## src/rtl/insmem_loader_pkg.sv

```systemverilog
// Shared constants for the instruction-memory loader: FSM encodings, halt marker, word size.
package insmem_loader_pkg;

  localparam logic [2:0] StIdle    = 3'd0;
  localparam logic [2:0] StCollect = 3'd1;
  localparam logic [2:0] StWrite   = 3'd2;
  localparam logic [2:0] StDone    = 3'd3;
  localparam logic [2:0] StError   = 3'd4;

  localparam logic [31:0] HaltWordDefault = 32'hFFFF_FFFF;
  localparam int unsigned WordBytes       = 4;

endpackage

```

## src/rtl/insmem_loader_packer.sv

```systemverilog
// Assembles big-endian program bytes into 32-bit words and counts bytes within the word.
module byte_packer
  import insmem_loader_pkg::*;
(
  input  logic        clk,
  input  logic        reset,
  input  logic        clear_i,
  input  logic        shift_i,
  input  logic [7:0]  byte_i,
  output logic [31:0] word_o,
  output logic        full_o
);

  logic [31:0] word_q, word_d;
  logic [1:0]  cnt_q, cnt_d;

  always_comb begin
    word_d = word_q;
    cnt_d  = cnt_q;
    if (clear_i) begin
      cnt_d = '0;
    end else if (shift_i) begin
      word_d = {word_q[23:0], byte_i};
      cnt_d  = cnt_q + 2'd1;
    end
  end

  always_ff @(posedge clk) begin
    if (reset) begin
      word_q <= '0;
      cnt_q  <= '0;
    end else begin
      word_q <= word_d;
      cnt_q  <= cnt_d;
    end
  end

  assign word_o = word_q;
  // High on the cycle the last byte of a word is being accepted.
  assign full_o = shift_i && (cnt_q == 2'(WordBytes - 1));

endmodule

```

## src/rtl/insmem_loader.sv

```systemverilog
// Streams program bytes into INSMEM as 32-bit words until the halt word or memory is full.
module insmem_loader
  import insmem_loader_pkg::*;
#(
  parameter int unsigned MEM_DEPTH_WORDS = 256,
  parameter logic [31:0] HALT_WORD       = HaltWordDefault
) (
  input  logic        clk,
  input  logic        reset,
  input  logic        start,
  input  logic [7:0]  rx_data,
  input  logic        rx_valid,
  output logic        rx_ready,
  output logic        write_en,
  output logic [31:0] addr_wr,
  output logic [31:0] data,
  output logic        busy,
  output logic        done,
  output logic        overflow,
  output logic [15:0] word_count
);

  localparam logic [15:0] LastSlot = 16'(MEM_DEPTH_WORDS - 1);
  localparam logic [31:0] AddrStep = 32'(WordBytes);

  logic [2:0]  state_q, state_d;
  logic [31:0] addr_wr_q, addr_wr_d;
  logic [15:0] word_count_q, word_count_d;
  logic        done_q, done_d;
  logic        overflow_q, overflow_d;
  logic        rx_ready_q, rx_ready_d;
  logic        write_en_q, write_en_d;
  logic        busy_q, busy_d;

  logic        accept;
  logic        clear_cnt;
  logic        word_full;
  logic [31:0] packed_word;

  assign accept = rx_valid & rx_ready_q;

  byte_packer u_packer (
    .clk     (clk),
    .reset   (reset),
    .clear_i (clear_cnt),
    .shift_i (accept),
    .byte_i  (rx_data),
    .word_o  (packed_word),
    .full_o  (word_full)
  );

  always_comb begin
    state_d      = state_q;
    addr_wr_d    = addr_wr_q;
    word_count_d = word_count_q;
    done_d       = done_q;
    overflow_d   = overflow_q;
    clear_cnt    = 1'b0;
    case (state_q)
      StIdle, StDone, StError: begin
        if (start) begin
          state_d      = StCollect;
          addr_wr_d    = '0;
          word_count_d = '0;
          done_d       = 1'b0;
          overflow_d   = 1'b0;
          clear_cnt    = 1'b1;
        end
      end
      StCollect: begin
        if (word_full) state_d = StWrite;
      end
      StWrite: begin
        addr_wr_d    = addr_wr_q + AddrStep;
        word_count_d = word_count_q + 16'd1;
        // The halt word is itself written; it wins over the full-memory check.
        if (packed_word == HALT_WORD) begin
          state_d = StDone;
          done_d  = 1'b1;
        end else if (word_count_q == LastSlot) begin
          state_d    = StError;
          overflow_d = 1'b1;
        end else begin
          state_d = StCollect;
        end
      end
      default: state_d = StIdle;
    endcase
    // Handshake/strobe outputs are registered from the next state.
    rx_ready_d = (state_d == StCollect);
    write_en_d = (state_d == StWrite);
    busy_d     = rx_ready_d | write_en_d;
  end

  always_ff @(posedge clk) begin
    if (reset) begin
      state_q      <= StIdle;
      addr_wr_q    <= '0;
      word_count_q <= '0;
      done_q       <= 1'b0;
      overflow_q   <= 1'b0;
      rx_ready_q   <= 1'b0;
      write_en_q   <= 1'b0;
      busy_q       <= 1'b0;
    end else begin
      state_q      <= state_d;
      addr_wr_q    <= addr_wr_d;
      word_count_q <= word_count_d;
      done_q       <= done_d;
      overflow_q   <= overflow_d;
      rx_ready_q   <= rx_ready_d;
      write_en_q   <= write_en_d;
      busy_q       <= busy_d;
    end
  end

  assign rx_ready   = rx_ready_q;
  assign write_en   = write_en_q;
  assign addr_wr    = addr_wr_q;
  assign data       = packed_word;
  assign busy       = busy_q;
  assign done       = done_q;
  assign overflow   = overflow_q;
  assign word_count = word_count_q;

endmodule

```

## config.mk

```make
export PLATFORM = sky130hd
export DESIGN_NAME = insmem_loader
export DESIGN_NICKNAME = d
export VERILOG_FILES = /design/src/rtl/insmem_loader_pkg.sv /design/src/rtl/insmem_loader_packer.sv /design/src/rtl/insmem_loader.sv
export SDC_FILE = /design/constraint.sdc
export NUM_CORES = 1
export LEC_CHECK = 0
export ABC_AREA = 0
export CAP_MARGIN = 20
export CORE_MARGIN = 4
export CORE_UTILIZATION = 40
export DETAILED_ROUTE_END_ITERATION = 8
export GPL_TIMING_DRIVEN = 0
export PLACE_DENSITY = 0.73
export SKIP_CTS_REPAIR_TIMING = 1
export SYNTH_ARGS = -nofsm -noshare
export SYNTH_HDL_FRONTEND = slang
export SYNTH_SLANG_ARGS = --single-unit
export TNS_END_PERCENT = 100
```

## constraint.sdc

```tcl
create_clock -name clk -period 1.9 [get_ports clk]
set_input_delay 0.38 -clock clk [delete_from_list [all_inputs] [get_ports clk]]
set_output_delay 0.38 -clock clk [all_outputs]
set_load 0.05 [all_outputs]
```

==> results of run 1 <==
## routing by layer
| layer | GRT usage | part of all wire |
|---|---|---|
| met1 | 0.2618 | 0.42 |
| met3 | 0.04614 | 0.075 |
| met4 | 0.04348 | 0.018 |
| met5 | 0 | 0 |
| met2 | 0.3163 | 0.49 |
## worst register-to-register path, cell delays in order (launching register included)
cell and delay [ps]:
sky130_fd_sc_hd__dfxtp_4 380, sky130_fd_sc_hd__or3b_1 360, sky130_fd_sc_hd__buf_6 150, sky130_fd_sc_hd__nor4_4 280, sky130_fd_sc_hd__buf_6 170, sky130_fd_sc_hd__nand3_4 100, sky130_fd_sc_hd__buf_4 170, sky130_fd_sc_hd__o211ai_1 190
sky130_fd_sc_hd__a21oi_2 70
## cells in the final DEF, fill, tap and decap left out, types with 3 or more instances in the layout
master                            count
sky130_fd_sc_hd__dlymetal6s2s_1      82
sky130_fd_sc_hd__a21oi_2              3
sky130_fd_sc_hd__nor3_4               3
sky130_fd_sc_hd__clkbuf_8            10
sky130_fd_sc_hd__dfxtp_4              3
sky130_fd_sc_hd__a311oi_1             5
sky130_fd_sc_hd__dfxtp_1             66
sky130_fd_sc_hd__clkbuf_1            10
sky130_fd_sc_hd__mux2_2               5
sky130_fd_sc_hd__clkdlybuf4s50_1     11
sky130_fd_sc_hd__o211ai_1            10
sky130_fd_sc_hd__a21oi_1             69
sky130_fd_sc_hd__clkbuf_2             9
sky130_fd_sc_hd__nor3_1               8
sky130_fd_sc_hd__or3_4                3
sky130_fd_sc_hd__buf_6                3
sky130_fd_sc_hd__nand3_1             21
sky130_fd_sc_hd__o21ai_0              8
sky130_fd_sc_hd__nor2_2               3
sky130_fd_sc_hd__dfxtp_2             19
sky130_fd_sc_hd__buf_4               11
sky130_fd_sc_hd__nand4b_1             6
sky130_fd_sc_hd__or3_1               10
sky130_fd_sc_hd__and3_1               7
sky130_fd_sc_hd__o31ai_1              4
sky130_fd_sc_hd__nor2_1              26
sky130_fd_sc_hd__nand4_1             23
sky130_fd_sc_hd__nand2_1             97
sky130_fd_sc_hd__inv_1                9
sky130_fd_sc_hd__nand3_4              3
## worst paths after layout
path	start	end	slack, ps	cells after the start
worst max register to register	state_q[1]	addr_wr[27]	-80	8
worst max-delay path	state_q[1]	addr_wr[27]	-80	8
worst min register to register	addr_wr[10]	addr_wr[10]	480	1
worst min-delay path	addr_wr[10]	addr_wr[10]	480	1
## cells by family (layout without fill, tap and decap cells)
kind of cell,after synthesis,after routing
xor+xnor,2,2
simple gates,233,233
fa+ha+maj,3,3
flops,88,88
mux,7,7
buf+inv,37,156
other cells,1,2
compound gates,114,114
## through the flow
| step | TNS [ps] | std cells |
|---|---|---|
| 2_1_floorplan | 0 | 486 |
| 3_3_place_gp | -21900 | 708 |
| 3_5_place_dp | -25240 | 708 |
| 4_1_cts | -19530 | 724 |
| 5_1_grt | -1469 | 734 |
| 6_report | -566.3 | 734 |
## power by group through the flow
stage	logic [uW]	registers [uW]	clock network [uW]
after CTS	224	1870	1340
after detailed placement	222	1910	0
final	237	1860	1340
after floorplan	104	1940	0
after global routing	254	1870	1440
after global placement	219	1910	0
## cells in the mapped netlist, types with 4 or more instances
cell / n / area share
sky130_fd_sc_hd__a21oi_1: 72 / 0.093
sky130_fd_sc_hd__a311oi_1: 6 / 0.014
sky130_fd_sc_hd__and3_1: 7 / 0.011
sky130_fd_sc_hd__clkbuf_1: 24 / 0.023
sky130_fd_sc_hd__dfxtp_1: 88 / 0.45
sky130_fd_sc_hd__inv_1: 9 / 0.0087
sky130_fd_sc_hd__mux2_2: 6 / 0.017
sky130_fd_sc_hd__nand2_1: 98 / 0.095
sky130_fd_sc_hd__nand3_1: 23 / 0.030
sky130_fd_sc_hd__nand4_1: 23 / 0.037
sky130_fd_sc_hd__nand4b_1: 6 / 0.014
sky130_fd_sc_hd__nor2_1: 31 / 0.030
sky130_fd_sc_hd__nor3_1: 13 / 0.017
sky130_fd_sc_hd__nor4_1: 4 / 0.0065
sky130_fd_sc_hd__o211ai_1: 10 / 0.019
sky130_fd_sc_hd__o21ai_0: 9 / 0.012
sky130_fd_sc_hd__o31ai_1: 4 / 0.0078
sky130_fd_sc_hd__or3_1: 13 / 0.021
## area by class of cell
class	instances	area [um^2]	area share
buffer	27	137.6	0.02426
clock buffer	10	137.6	0.02426
clock inverter	6	67.56	0.01191
inverter	9	33.78	0.005955
multi-input combinational	361	2112	0.3723
sequential	88	1797	0.3167
tap	129	161.4	0.02845
timing repair buffer	104	1226	0.2161
## state kept, by name (all words and copies together), names as in the netlist
register / count
u_packer.cnt_q: 2
busy: 1
addr_wr: 30
rx_ready: 1
state_q: 3
write_en: 1
overflow: 1
done: 1
u_packer.word_o: 32
word_count: 16
==> impl_summary.log, run 1 <==
INFO  metric run_status = finished, violations left
INFO  metric failed_checks = setup timing
INFO  metric ys_warn_count = 0
INFO  metric achievable-frequency = 504.6 MHz
INFO  metric p_seq_frac = 0.542
INFO  metric switchingPower = 866.9 uW
INFO  metric design_power_total = 3440 uW
INFO  metric main_combinational_cell_family_by_area_after_synthesis = simple AND/OR/NAND/NOR gates
INFO  metric switching_share = 0.2520
INFO  metric yosys.area_share.simple = 0.2976
INFO  metric setup_ws = -81.82 ps
INFO  metric path_delay_family = simple AND/OR/NAND/NOR gates
INFO  metric critPathCaptureType = flop
INFO  metric hp-class = reg2reg
INFO  metric worst-endpoint-required = 2130 ps
INFO  metric die_width = 106.4 um
INFO  metric antenna_violating_nets_post_route = 0
INFO  metric final_util = 0.6082
INFO  metric dieArea = 11320 um^2
INFO  metric timing.critical_path.mode_cell = sky130_fd_sc_hd__buf_6
INFO  metric clock_net_sink_count = 88
INFO  metric fin_area = 5673 um^2
INFO  metric fin_crit = 1982 ps
INFO  metric num_vias = 4099
INFO  metric floorplan.initialDensity = 0.4152
INFO  metric tritoncts.num_buffers = 9
INFO  metric timing.final.hold_violations = 0
INFO  metric detail_route.drc_violations = 0
INFO  metric pwr-share-comb = 0.069
INFO  metric gp_routability_congestion = 0.8767
INFO  metric fp.coreArea = 9328 um^2
INFO  metric root_buffer = sky130_fd_sc_hd__clkbuf_8
INFO  metric place.detailed.hpwl = 8119 um
INFO  metric cts_tree = done
INFO  metric num_io_pins = 97
INFO  metric routed_wirelength = 11780 um
INFO  metric first_global_vias = 3637
INFO  metric grt_pass1_wl = 18130 um
INFO  metric cts_htree_levels = 3
INFO  metric worst_skew_pair.late_latency = 350 ps
INFO  metric worstSetupStartpointType = flop
INFO  metric final.hold.worst_slack = 479.3 ps
INFO  metric grt_max_degree = 16
INFO  metric synth_cells = 485
INFO  metric grt.total_usage = 0.1944
INFO  metric clockPowerShare = 0.390
INFO  metric finClkSkew = 8.578 ps
INFO  metric path_buf_inv = 3
INFO  metric finalCritPeriodShare = 1.043
INFO  metric ys.flop_type = sky130_fd_sc_hd__dfxtp_1
INFO  metric antenna-diode-count = 0
INFO  metric critical_path.slowest_cell = sky130_fd_sc_hd__dfxtp_4
INFO  metric post_synth_mux_area_share = 0.02003
INFO  metric synth-edff-count = 0
INFO  metric crit_path_max_cell_delay = 380 ps
INFO  metric drt-initial-drc-count = 283
INFO  metric cell_leakage_power = 0.003294 uW
INFO  metric synth_sequential_area_ratio = 0.4549
INFO  metric via_per_inst = 5.584
INFO  metric power.density = 606.3 nW/um^2
INFO  metric worst-path-max-fanout = 7
INFO  metric vdd.ir_drop.worst = 0.5427 mV
INFO  metric placedInstanceArea = 5004 um^2
INFO  metric synth_area_per_cell = 7.984 um^2
INFO  metric intPower = 2573 uW
INFO  metric design.final.nets = 615
INFO  metric max_slew.worst_pin.slew = 612.5 ps
INFO  metric post_place_setup_slack = -535.2 ps
INFO  metric io_buffers = 93
INFO  metric fraction_of_final_layout_cells_sized_beyond_drive_strength_1 = 0.1636
INFO  metric dieHeight = 106.4 um
INFO  metric route.detailed.wl_per_inst = 16.05 um
INFO  metric cts_max_path_buffers = 2
INFO  metric cap_viol_max_count = 0
INFO  metric finalMaxSlewViolations = 0
INFO  metric postSynthRegisterBits = 88
INFO  metric grt_overflow = 0
INFO  metric setup_viol = 13
INFO  metric asyncSetResetFlopFracSynth = 0
INFO  metric syn_area = 3872 um^2
INFO  metric worst-endpoint-arrival = 2210 ps
INFO  metric clock_input_transition_at_the_sequential_cells_of_the_worst_setup_and_hold_paths = 90 ps
INFO  metric path_class = reg2reg
INFO  metric area_growth_syn_to_layout = 46.49%
INFO  metric synth-compound-area-share = 0.1725
INFO  metric placementRows = 35
INFO  metric slew_headroom = 0.5916
INFO  metric n_fill_cell = 824
INFO  metric synthXorXnorAreaFrac = 0.004523
INFO  metric synth.distinct_cells = 47
INFO  metric rsz0062_at_grt = true
INFO  metric synthAdderAreaFrac = 0.009693
INFO  metric detailed_router_iteration_count_before_antenna_repair = 6
INFO  metric grt_antenna_before_repair = 0
INFO  metric crit_chain = or3b_1 > buf_6 > nor4_4 > buf_6 > nand3_4 > buf_4 > o211ai_1 > a21oi_2
No activity file was read; power rests on OpenSTA's default activity.
==> run 2: changes to the inputs <==
Settings changed: MAX_ROUTING_LAYER set to met4.
==> run 2 against run 1 <==
Core utilization did not move. Non-clock buffer count stayed put. Critical path depth unchanged. Critical path type unchanged. Clock skew about the same. The run still ends with setup timing left. Die area is the same.
==> impl_summary.log, run 2 (same netlist as run 1, synthesis figures left out) <==
INFO  metric timing.final.hold_violations = 0
INFO  metric fin_crit = 1978 ps
INFO  metric crit_path_max_cell_delay = 380 ps
INFO  metric most_frequent_cells_in_the_layout = sky130_fd_sc_hd__nand2_1 (97), sky130_fd_sc_hd__dlymetal6s2s_1 (82), sky130_fd_sc_hd__a21oi_1 (69)
INFO  metric r2r_setup_slack = -80 ps
INFO  metric placedInstanceArea = 5004 um^2
INFO  metric reg2reg_to = addr_wr[27]
INFO  metric rsz0062_at_grt = true
INFO  metric layout.cells.most_common = sky130_fd_sc_hd__nand2_1
INFO  metric worst_skew_pair.late_latency = 350 ps
INFO  metric max_reg_flops = 32
INFO  metric timing.hold.worst_path_depth = 1
INFO  metric first_global_vias = 3636
INFO  metric worst-endpoint-required = 2120 ps
INFO  metric clock_net_sink_count = 88
INFO  metric critical_path.reg2reg.startpoint = state_q[1]
INFO  metric cts_max_path_buffers = 2
INFO  metric tritoncts.num_buffers = 9
INFO  metric worst_hold_path.endpoint = addr_wr[10]
INFO  metric detail_route.drc_violations = 0
INFO  metric run_status = finished, violations left
INFO  metric antenna_violating_nets_post_route = 0
INFO  metric cts_htree_levels = 3
INFO  metric floorplan.initialDensity = 0.4152
INFO  metric place.detailed.hpwl = 8119 um
INFO  metric worstSetupStartpointType = flop
INFO  metric grt_pass1_wl = 18110 um
INFO  metric failed_checks = setup timing
INFO  metric worst-path-max-fanout = 7
INFO  metric placed_cells = 708
INFO  metric hp-class = reg2reg
INFO  metric critical_path.slowest_cell = sky130_fd_sc_hd__dfxtp_4
INFO  metric design.final.nets = 615
INFO  metric finalMaxSlewViolations = 0
INFO  metric placementRows = 35
INFO  metric drt-initial-drc-count = 256
INFO  metric io_buffers = 93
INFO  metric max_slew.worst_pin.slew = 620.6 ps
INFO  metric route.detailed.wl_per_inst = 16.02 um
INFO  metric final_util = 0.6082
INFO  metric dieHeight = 106.4 um
INFO  metric critPathCaptureType = flop
INFO  metric cell_leakage_power = 0.003294 uW
INFO  metric cap_viol_max_count = 0
INFO  metric antenna-diode-count = 0
INFO  metric vdd.ir_drop.worst = 0.5424 mV
INFO  metric num_vias = 4083
INFO  metric crit_chain = or3b_1 > buf_6 > nor4_4 > buf_6 > nand3_4 > buf_4 > o211ai_1 > a21oi_2
INFO  metric num_io_pins = 97
INFO  metric achievable-frequency = 505.7 MHz
INFO  metric final_cells = 734
INFO  metric grt.total_usage = 0.1993
INFO  metric grt_antenna_before_repair = 0
INFO  metric grt_overflow = 0
INFO  metric worst-endpoint-arrival = 2200 ps
INFO  metric power.density = 606.2 nW/um^2
INFO  metric detailed_router_iteration_count_before_antenna_repair = 5
INFO  metric finalSetupTns = -518.2 ps
INFO  metric hold_path.startpoint = addr_wr[10]
INFO  metric worstRegToRegCells = 8
INFO  metric gp_routability_congestion = 0.8912
INFO  metric root_buffer = sky130_fd_sc_hd__clkbuf_8
INFO  metric finClkSkew = 9.013 ps
INFO  metric die_width = 106.4 um
INFO  metric clock_input_transition_at_the_sequential_cells_of_the_worst_setup_and_hold_paths = 90 ps
INFO  metric dieArea = 11320 um^2
INFO  metric design_power_total = 3439 uW
INFO  metric slew_headroom = 0.5863
INFO  metric setup_viol = 12
INFO  metric n_fill_cell = 824
INFO  metric area_growth_syn_to_layout = 46.49%
INFO  metric fraction_of_final_layout_cells_sized_beyond_drive_strength_1 = 0.1636
INFO  metric fp.coreArea = 9328 um^2
INFO  metric timing.critical_path.mode_cell = sky130_fd_sc_hd__buf_6
INFO  metric finalCritPeriodShare = 1.041
INFO  metric via_per_inst = 5.563
INFO  metric setup_ws = -77.60 ps
INFO  metric startpoint = state_q[1]
INFO  metric grt_max_degree = 16
INFO  metric fin_area = 5673 um^2
INFO  metric path_class = reg2reg
INFO  metric cts_tree = done
INFO  metric routed_wirelength = 11760 um
-- run 2: cell counts in the layout (fill, tap and decap cells not counted) --
Identical to the previous run, type by type.
-- run 2: cell type report --
cell class / count / area (um^2) / share of cell area
clock buffers: 10 / 137.6 / 0.02426
multi-input cells: 361 / 2112 / 0.3723
flip-flops and latches: 88 / 1797 / 0.3167
well taps: 129 / 161.4 / 0.02845
repair buffers: 104 / 1226 / 0.2161
inverters: 9 / 33.78 / 0.005955
plain buffers: 27 / 137.6 / 0.02426
clock inverters: 6 / 67.56 / 0.01191
-- run 2: worst max path at each step --
| stage | end | depth (start not counted) | slack (ps) |
|---|---|---|---|
| CTS | u_packer.word_o[28] | 7 | -340 |
| global route | addr_wr[25] | 7 | -140 |
| detailed placement | u_packer.word_o[28] | 7 | -540 |
| floorplan | addr_wr[30] | 6 | 7 |
| global placement | addr_wr[27] | 6 | -450 |
| finish | addr_wr[27] | 8 | -80 |
-- run 2: metrics by stage --
step,worst slack [ps],hold slack [ps]
6_report,-77.60,479.3
5_1_grt,-137.6,509.5
4_1_cts,-343.5,481.2
3_5_place_dp,-535.2,465.8
3_3_place_gp,-448.5,461.6
2_1_floorplan,7.095,508.4
-- run 2: metal layers --
layer,global-route usage,wire (um),vias to the layer above
met2,0.3158,5700,169
met4,0.04348,210,0
met1,0.2626,4967,1930
met5,-,0,-
li1,-,-,1966
met3,0.04372,878,18
-- run 2: critical path, delay by kind of cell, from the launching register on --
family | cells | cell delay [ps]
and+or+nand+nor | 3 | 730
DFF | 1 | 380
AOI/OAI and AO/OA | 2 | 260
buffers and inverters | 3 | 490
-- run 2: power by group --
part,internal (uW),leakage [uW],switching [uW]
clock network,649,0.0000989,691
logic,71.7,0.00247,164
registers,1850,0.000722,11.0
total,2570,0.00329,866
